<file path="config.mk">
export PLATFORM = sky130hd
export DESIGN_NAME = frame_draw_sequencer
export DESIGN_NICKNAME = d
export VERILOG_FILES = /design/src/rtl/render_pkg.sv /design/src/rtl/fb_clear_counter.sv /design/src/rtl/frame_draw_sequencer.sv
export SDC_FILE = /design/constraint.sdc
export NUM_CORES = 1
export LEC_CHECK = 0
export BUFFER_PORTS_ARGS = -buffer_cell sky130_fd_sc_hd__buf_2
export CORE_ASPECT_RATIO = 1.4
export CORE_MARGIN = 1
export CORE_UTILIZATION = 60
export CTS_CLUSTER_SIZE = 25
export DETAILED_ROUTE_END_ITERATION = 16
export PLACE_DENSITY = 0.85
export REMOVE_ABC_BUFFERS = 1
export SYNTH_ARGS = -nofsm -noshare
export SYNTH_HDL_FRONTEND = slang
export SYNTH_HIERARCHICAL = 1
export SYNTH_SLANG_ARGS = --single-unit
export TNS_END_PERCENT = 30
</file>
<file path="constraint.sdc">
create_clock -name clk_in -period 3.7 [get_ports clk_in]
set_input_delay 0.185 -clock clk_in [delete_from_list [all_inputs] [get_ports clk_in]]
set_output_delay 0.185 -clock clk_in [all_outputs]
set_load 0.005 [all_outputs]
</file>
<file path="src/rtl/render_pkg.sv">
// Shared rendering definitions: sequencer state encoding, palette constants
// and the framebuffer linear-address helper.
package render_pkg;

    typedef logic [2:0] state_t;

    localparam state_t ST_IDLE   = 3'd0;
    localparam state_t ST_CLEAR  = 3'd1;
    localparam state_t ST_SCAN   = 3'd2;
    localparam state_t ST_LAUNCH = 3'd3;
    localparam state_t ST_DRAW   = 3'd4;
    localparam state_t ST_FINISH = 3'd5;

    localparam logic [3:0] COLOR_BLACK = 4'h0;
    localparam logic [3:0] COLOR_WHITE = 4'hF;

    // Row-major framebuffer address of pixel (h, v).
    function automatic int unsigned pixel_addr(input int unsigned h,
                                               input int unsigned v,
                                               input int unsigned width);
        return h + width * v;
    endfunction

endpackage

</file>
<file path="src/rtl/fb_clear_counter.sv">
// Linear framebuffer address counter used to sweep every pixel during the
// clear phase; last flags the final address so the sweep ends on time.
module fb_clear_counter #(
    parameter int DEPTH = 16,
    parameter int AW    = $clog2(DEPTH)
) (
    input  logic          clk_in,
    input  logic          rst_in,
    input  logic          clear,
    input  logic          advance,
    output logic [AW-1:0] count,
    output logic          last
);

    assign last = (count == AW'(DEPTH - 1));

    // NOTE: non-blocking assignment so every flop updates from pre-edge values.
    always_ff @(posedge clk_in) begin
        if (rst_in || clear) begin
            count <= '0;
        end else if (advance) begin
            count <= last ? '0 : count + 1'b1;
        end
    end

endmodule

</file>
<file path="src/rtl/frame_draw_sequencer.sv">
// Per-frame controller owning the framebuffer write port: clears the frame,
// then walks enabled object slots through one shared polygon drawer.
module frame_draw_sequencer
    import render_pkg::*;
#(
    parameter int PIXEL_WIDTH  = 1280,
    parameter int PIXEL_HEIGHT = 720,
    parameter int MAX_OBJECTS  = 8,
    parameter int DRAW_TIMEOUT = 2000000,
    localparam int IDX_W  = (MAX_OBJECTS > 1) ? $clog2(MAX_OBJECTS) : 1,
    localparam int H_W    = $clog2(PIXEL_WIDTH),
    localparam int V_W    = $clog2(PIXEL_HEIGHT),
    localparam int ADDR_W = $clog2(PIXEL_WIDTH * PIXEL_HEIGHT)
) (
    input  logic                   clk_in,
    input  logic                   rst_in,
    input  logic                   start_in,
    input  logic [3:0]             background_color,
    input  logic [MAX_OBJECTS-1:0] obj_enable_in,
    output logic                   draw_start_out,
    output logic [IDX_W-1:0]       draw_idx_out,
    input  logic [H_W-1:0]         draw_hcount_in,
    input  logic [V_W-1:0]         draw_vcount_in,
    input  logic [3:0]             draw_color_in,
    input  logic                   draw_valid_in,
    input  logic                   draw_done_in,
    output logic [ADDR_W-1:0]      fb_addr_out,
    output logic [3:0]             fb_data_out,
    output logic                   fb_we_out,
    output logic                   busy_out,
    output logic                   frame_done_out,
    output logic                   timeout_out
);

    localparam int NPIX    = PIXEL_WIDTH * PIXEL_HEIGHT;
    localparam int TIMER_W = $clog2(DRAW_TIMEOUT + 1);

    state_t                 state;
    logic [3:0]             bg_q;
    logic [MAX_OBJECTS-1:0] en_q;
    logic [IDX_W-1:0]       ptr;
    logic [TIMER_W-1:0]     timer;
    logic [ADDR_W-1:0]      clr_addr;
    logic                   clr_last;
    logic                   pix_ok;
    logic                   last_slot;
    logic                   timer_expired;

    assign pix_ok = draw_valid_in
                 && (32'(draw_hcount_in) < PIXEL_WIDTH)
                 && (32'(draw_vcount_in) < PIXEL_HEIGHT);
    assign last_slot     = (ptr == IDX_W'(MAX_OBJECTS - 1));
    assign timer_expired = (timer == TIMER_W'(DRAW_TIMEOUT - 1));

    fb_clear_counter #(
        .DEPTH (NPIX),
        .AW    (ADDR_W)
    ) u_clear_counter (
        .clk_in  (clk_in),
        .rst_in  (rst_in),
        .clear   (state == ST_IDLE),
        .advance (state == ST_CLEAR),
        .count   (clr_addr),
        .last    (clr_last)
    );

    always_ff @(posedge clk_in) begin
        if (rst_in) begin
            state          <= ST_IDLE;
            bg_q           <= COLOR_BLACK;
            en_q           <= '0;
            ptr            <= '0;
            timer          <= '0;
            draw_start_out <= 1'b0;
            draw_idx_out   <= '0;
            fb_addr_out    <= '0;
            fb_data_out    <= COLOR_BLACK;
            fb_we_out      <= 1'b0;
            busy_out       <= 1'b0;
            frame_done_out <= 1'b0;
            timeout_out    <= 1'b0;
        end else begin
            draw_start_out <= 1'b0;
            frame_done_out <= 1'b0;
            fb_we_out      <= 1'b0;
            // busy drops the cycle after the done pulse unless a new frame starts
            if (frame_done_out) busy_out <= 1'b0;

            case (state)
                ST_IDLE: begin
                    if (start_in) begin
                        bg_q        <= background_color;
                        en_q        <= obj_enable_in;
                        timeout_out <= 1'b0;
                        busy_out    <= 1'b1;
                        state       <= ST_CLEAR;
                    end
                end
                ST_CLEAR: begin
                    fb_we_out   <= 1'b1;
                    fb_addr_out <= clr_addr;
                    fb_data_out <= bg_q;
                    if (clr_last) begin
                        ptr   <= '0;
                        state <= ST_SCAN;
                    end
                end
                ST_SCAN: begin
                    if (en_q[ptr])      state <= ST_LAUNCH;
                    else if (last_slot) state <= ST_FINISH;
                    else                ptr   <= ptr + 1'b1;
                end
                ST_LAUNCH: begin
                    draw_start_out <= 1'b1;
                    draw_idx_out   <= ptr;
                    timer          <= '0;
                    state          <= ST_DRAW;
                end
                ST_DRAW: begin
                    if (pix_ok) begin
                        fb_we_out   <= 1'b1;
                        fb_addr_out <= ADDR_W'(pixel_addr(32'(draw_hcount_in),
                                                          32'(draw_vcount_in),
                                                          PIXEL_WIDTH));
                        fb_data_out <= draw_color_in;
                    end
                    // A timed-out slot is abandoned exactly as if the drawer finished it.
                    if (draw_done_in || timer_expired) begin
                        if (!draw_done_in) timeout_out <= 1'b1;
                        if (last_slot) begin
                            state <= ST_FINISH;
                        end else begin
                            ptr   <= ptr + 1'b1;
                            state <= ST_SCAN;
                        end
                    end else begin
                        timer <= timer + 1'b1;
                    end
                end
                ST_FINISH: begin
                    frame_done_out <= 1'b1;
                    state          <= ST_IDLE;
                end
                default: state <= ST_IDLE;
            endcase
        end
    end

endmodule

</file>
==> summary.json <==
{
  "status": {"value": "complete, no violations"},
  "setup.worst_path.end_class": {"value": "register"},
  "finalWeightedCongestion": {"value": 0.886},
  "hold_buffers": {"value": 0},
  "mostFrequentLayoutCells": {"value": "dfxtp_1, nand2_1, nor2_1"},
  "cts_made_buffers": {"value": 9},
  "timing.max_slew.rel_slack": {"value": 46.9, "unit": "%"},
  "tritoncts": {"value": "yes"},
  "routed_via_density": {"value": 6.01},
  "detailedRoute.firstPassIterationCount": {"value": 5},
  "grt_antenna_before_repair": {"value": 0},
  "fp_rows": {"value": 38},
  "rsz0062_at_grt": {"value": "no"},
  "cts.repair_timing.setup_buffer_count": {"value": 0},
  "worst-setup-path-type": {"value": "input port to register"},
  "finalCritPeriodShare": {"value": 70.2, "unit": "%"},
  "static-leakage-power": {"value": 2.14, "unit": "nW"},
  "top_level_ports": {"value": 74},
  "clock_path_buffers": {"value": 2},
  "overflow": {"value": 0},
  "finalWirelength": {"value": 11400, "unit": "µm"},
  "starting_density": {"value": 62.7, "unit": "%"},
  "cts-root-buf": {"value": "clkbuf_8"},
  "type_of_origin_of_the_critical_path": {"value": "input port"},
  "synth_top_cell_area_share": {"value": 37.0, "unit": "%"},
  "arrival": {"value": 2.84, "unit": "ns"},
  "drt_first_iter_violations": {"value": 246},
  "floorplan.core_area": {"value": 0.00785, "unit": "mm²"},
  "cts.htree.levels": {"value": 3},
  "critical_path_peak_fanout": {"value": 7},
  "postSynthCellCount": {"value": 586},
  "clkTransAtPathRegs": {"value": 0.08, "unit": "ns"},
  "nets": {"value": 712},
  "synth-warning-count": {"value": 6},
  "die_width": {"value": 78.6, "unit": "µm"},
  "synth_area_leader_cell": {"value": "dfxtp_1"},
  "postSynth.asyncResetShare": {"value": 0, "unit": "%"},
  "drive_above_1_share": {"value": 17.7, "unit": "%"},
  "finalCriticalPeriod": {"value": 2.60, "unit": "ns"},
  "clock_latency_at_the_later_pin_of_the_worst_skew_pair": {"value": 0.38, "unit": "ns"},
  "postCtsResizedCells": {"value": 0},
  "layout.cells.most_common": {"value": "dfxtp_1"},
  "wl_per_cell": {"value": 15.2, "unit": "µm"},
  "grt_pass1_vias": {"value": 4358},
  "synth.area.top_cells": {"value": "dfxtp_1, nand2_1, nor2_1"},
  "power.ir.vdd_worst": {"value": 0.000377, "unit": "V"},
  "fmax": {"value": 385, "unit": "MHz"},
  "tightestPinTransition": {"value": 0.796, "unit": "ns"},
  "hp-class": {"value": "input port to register"},
  "post_synth_instance_area": {"value": 0.00492, "unit": "mm²"},
  "layout-area-overhead-vs-synth": {"value": 11.5, "unit": "%"},
  "antenna_cells": {"value": 0},
  "final_max_slew_viol_count": {"value": 0},
  "place_hpwl": {"value": 8270, "unit": "µm"},
  "yosys_register_bits": {"value": 91},
  "pwr_density_cell": {"value": 422, "unit": "mW/mm²"},
  "place.port_buffers": {"value": 73},
  "yosysUniqueCellTypes": {"value": 66},
  "rr_startpoint": {"value": "timer[0]"},
  "clock_sinks": {"value": 91},
  "drc": {"value": 0},
  "hold_viol": {"value": 0},
  "die_y": {"value": 109, "unit": "µm"},
  "post_synth.cell_area_avg": {"value": 8.40, "unit": "µm²"},
  "whs": {"value": 0.0390, "unit": "ns"},
  "layout.filler_cells": {"value": 657},
  "worstSetupStartpoint": {"value": "draw_vcount_in[1]"},
  "cap_violations": {"value": 0},
  "hp-start": {"value": "obj_enable_in[4]"},
  "synth-edff-count": {"value": 0},
  "grt_start_max_net_pins": {"value": 56},
  "yosysSeqAreaShare": {"value": 37.0, "unit": "%"},
  "most_frequently_used_flop_master_after_synthesis": {"value": "dfxtp_1"},
  "route.antenna.remaining_nets": {"value": 0},
  "worstPathRequired": {"value": 3.94, "unit": "ns"},
  "placement.setup.worst_slack": {"value": 0.776, "unit": "ns"},
  "grt_first_pass_wirelength": {"value": 18700, "unit": "µm"},
  "finalSetupViolCount": {"value": 0},
  "finClkSkew": {"value": 0.00926, "unit": "ns"},
  "die_area": {"value": 0.00858, "unit": "mm²"},
  "groute.usage.overall": {"value": 27.8, "unit": "%"},
  "setup_tns": {"value": 0, "unit": "ns"},
  "fin_ws": {"value": 1.10, "unit": "ns"},
  "total_vias_in_the_final_route": {"value": 4510}
}
cell type report:
class | instances | area (µm²) | area share (%)
Multi-Input combinational cell | 453 | 2890 | 52.7
Sequential cell | 91 | 1820 | 33.2
Timing Repair Buffer | 77 | 395 | 7.20
Clock buffer | 15 | 176 | 3.21
Tap cell | 100 | 125 | 2.28
Inverter | 13 | 48.8 | 0.889
Clock inverter | 1 | 30.0 | 0.547
cells by family after synthesis:
family	share of synthesized area, %
AO/OA/AOI/OAI	15.3
XOR/XNOR	6.76
adder cells (fa/ha/maj)	6.66
buffers and inverters	4.24
flip-flops	37.0
multiplexers	2.36
AND/OR/NAND/NOR	27.7
registers in the layout, summed over array words and instances, names as in the netlist:
| signal | cells |
|---|---|
| timer | 21 |
| fb_addr_out | 20 |
| u_clear_counter/count | 20 |
| en_q | 8 |
| bg_q | 4 |
| fb_data_out | 4 |
| draw_idx_out | 3 |
| ptr | 3 |
| state | 3 |
| busy_out | 1 |
| draw_start_out | 1 |
| fb_we_out | 1 |
| frame_done_out | 1 |
| timeout_out | 1 |
synthesized netlist by cell type, types with 3 or more instances:
library cell and n:
nand2b_1 5, and3_1 11, nand4_1 14, xor2_1 25, clkbuf_1 14, nand3_1 16, a21oi_1 42, nor3_1 11
or4_1 6, nor4_1 3, or3_1 5, and4_1 7, a311oi_1 17, inv_1 13, buf_2 9, nor2_1 77
o31ai_1 6, o21ai_0 15, ha_1 23, mux2i_1 6, xnor2_1 13, dfxtp_1 91, nor4bb_1 5, or2_2 7
a21o_1 5, nand2_1 82, a211oi_1 4, buf_6 3
routing by layer:
metal / up-vias / part of all wire (%) / GRT usage, % / wire length, µm
met3: 27 / 4.0 / 4.27 / 458
met5: - / 0 / 0 / 0
met1: 2146 / 39 / 28.5 / 4400
met4: 0 / 3.3 / 17.7 / 376
met2: 124 / 54 / 52.0 / 6150
li1: 2213 / - / - / -
worst max-delay path, stage by stage:
cell,delay [ns]
buf_2,0.12
ha_1,0.29
ha_1,0.24
fa_1,0.49
a21o_1,0.25
a21oi_1,0.18
xnor2_1,0.22
nand4bb_1,0.24
nor3_1,0.28
mux2i_1,0.24
o31ai_1,0.10
where the power goes:
group	switching, mW	leakage [nW]	total, mW	internal (mW)
clock network	0.338	0.104	0.707	0.369
registers	0.0463	0.738	1.09	1.05
logic	0.310	1.30	0.517	0.207
total	0.695	2.14	2.32	1.62
final timing paths:
path,to,slack (ns),cells after the start
setup / recovery,fb_addr_out[19],1.10,11
hold / removal,en_q[4],0.04,3
setup reg to reg,ptr[0],1.17,7
hold reg to reg,en_q[2],0.46,2
per-stage QoR:
step | total power, mW | util [%] | area, µm² | instances
after floorplan | 1.45 | - | 4760 | 557
after global placement | 1.61 | 67.3 | 5280 | 734
after detailed placement | 1.63 | 67.3 | 5280 | 734
after CTS | 2.32 | 70.0 | 5490 | 750
after global routing | 2.43 | 70.0 | 5490 | 750
final | 2.32 | 70.0 | 5490 | 750
Note: power is estimated with default switching activity, not from simulation.
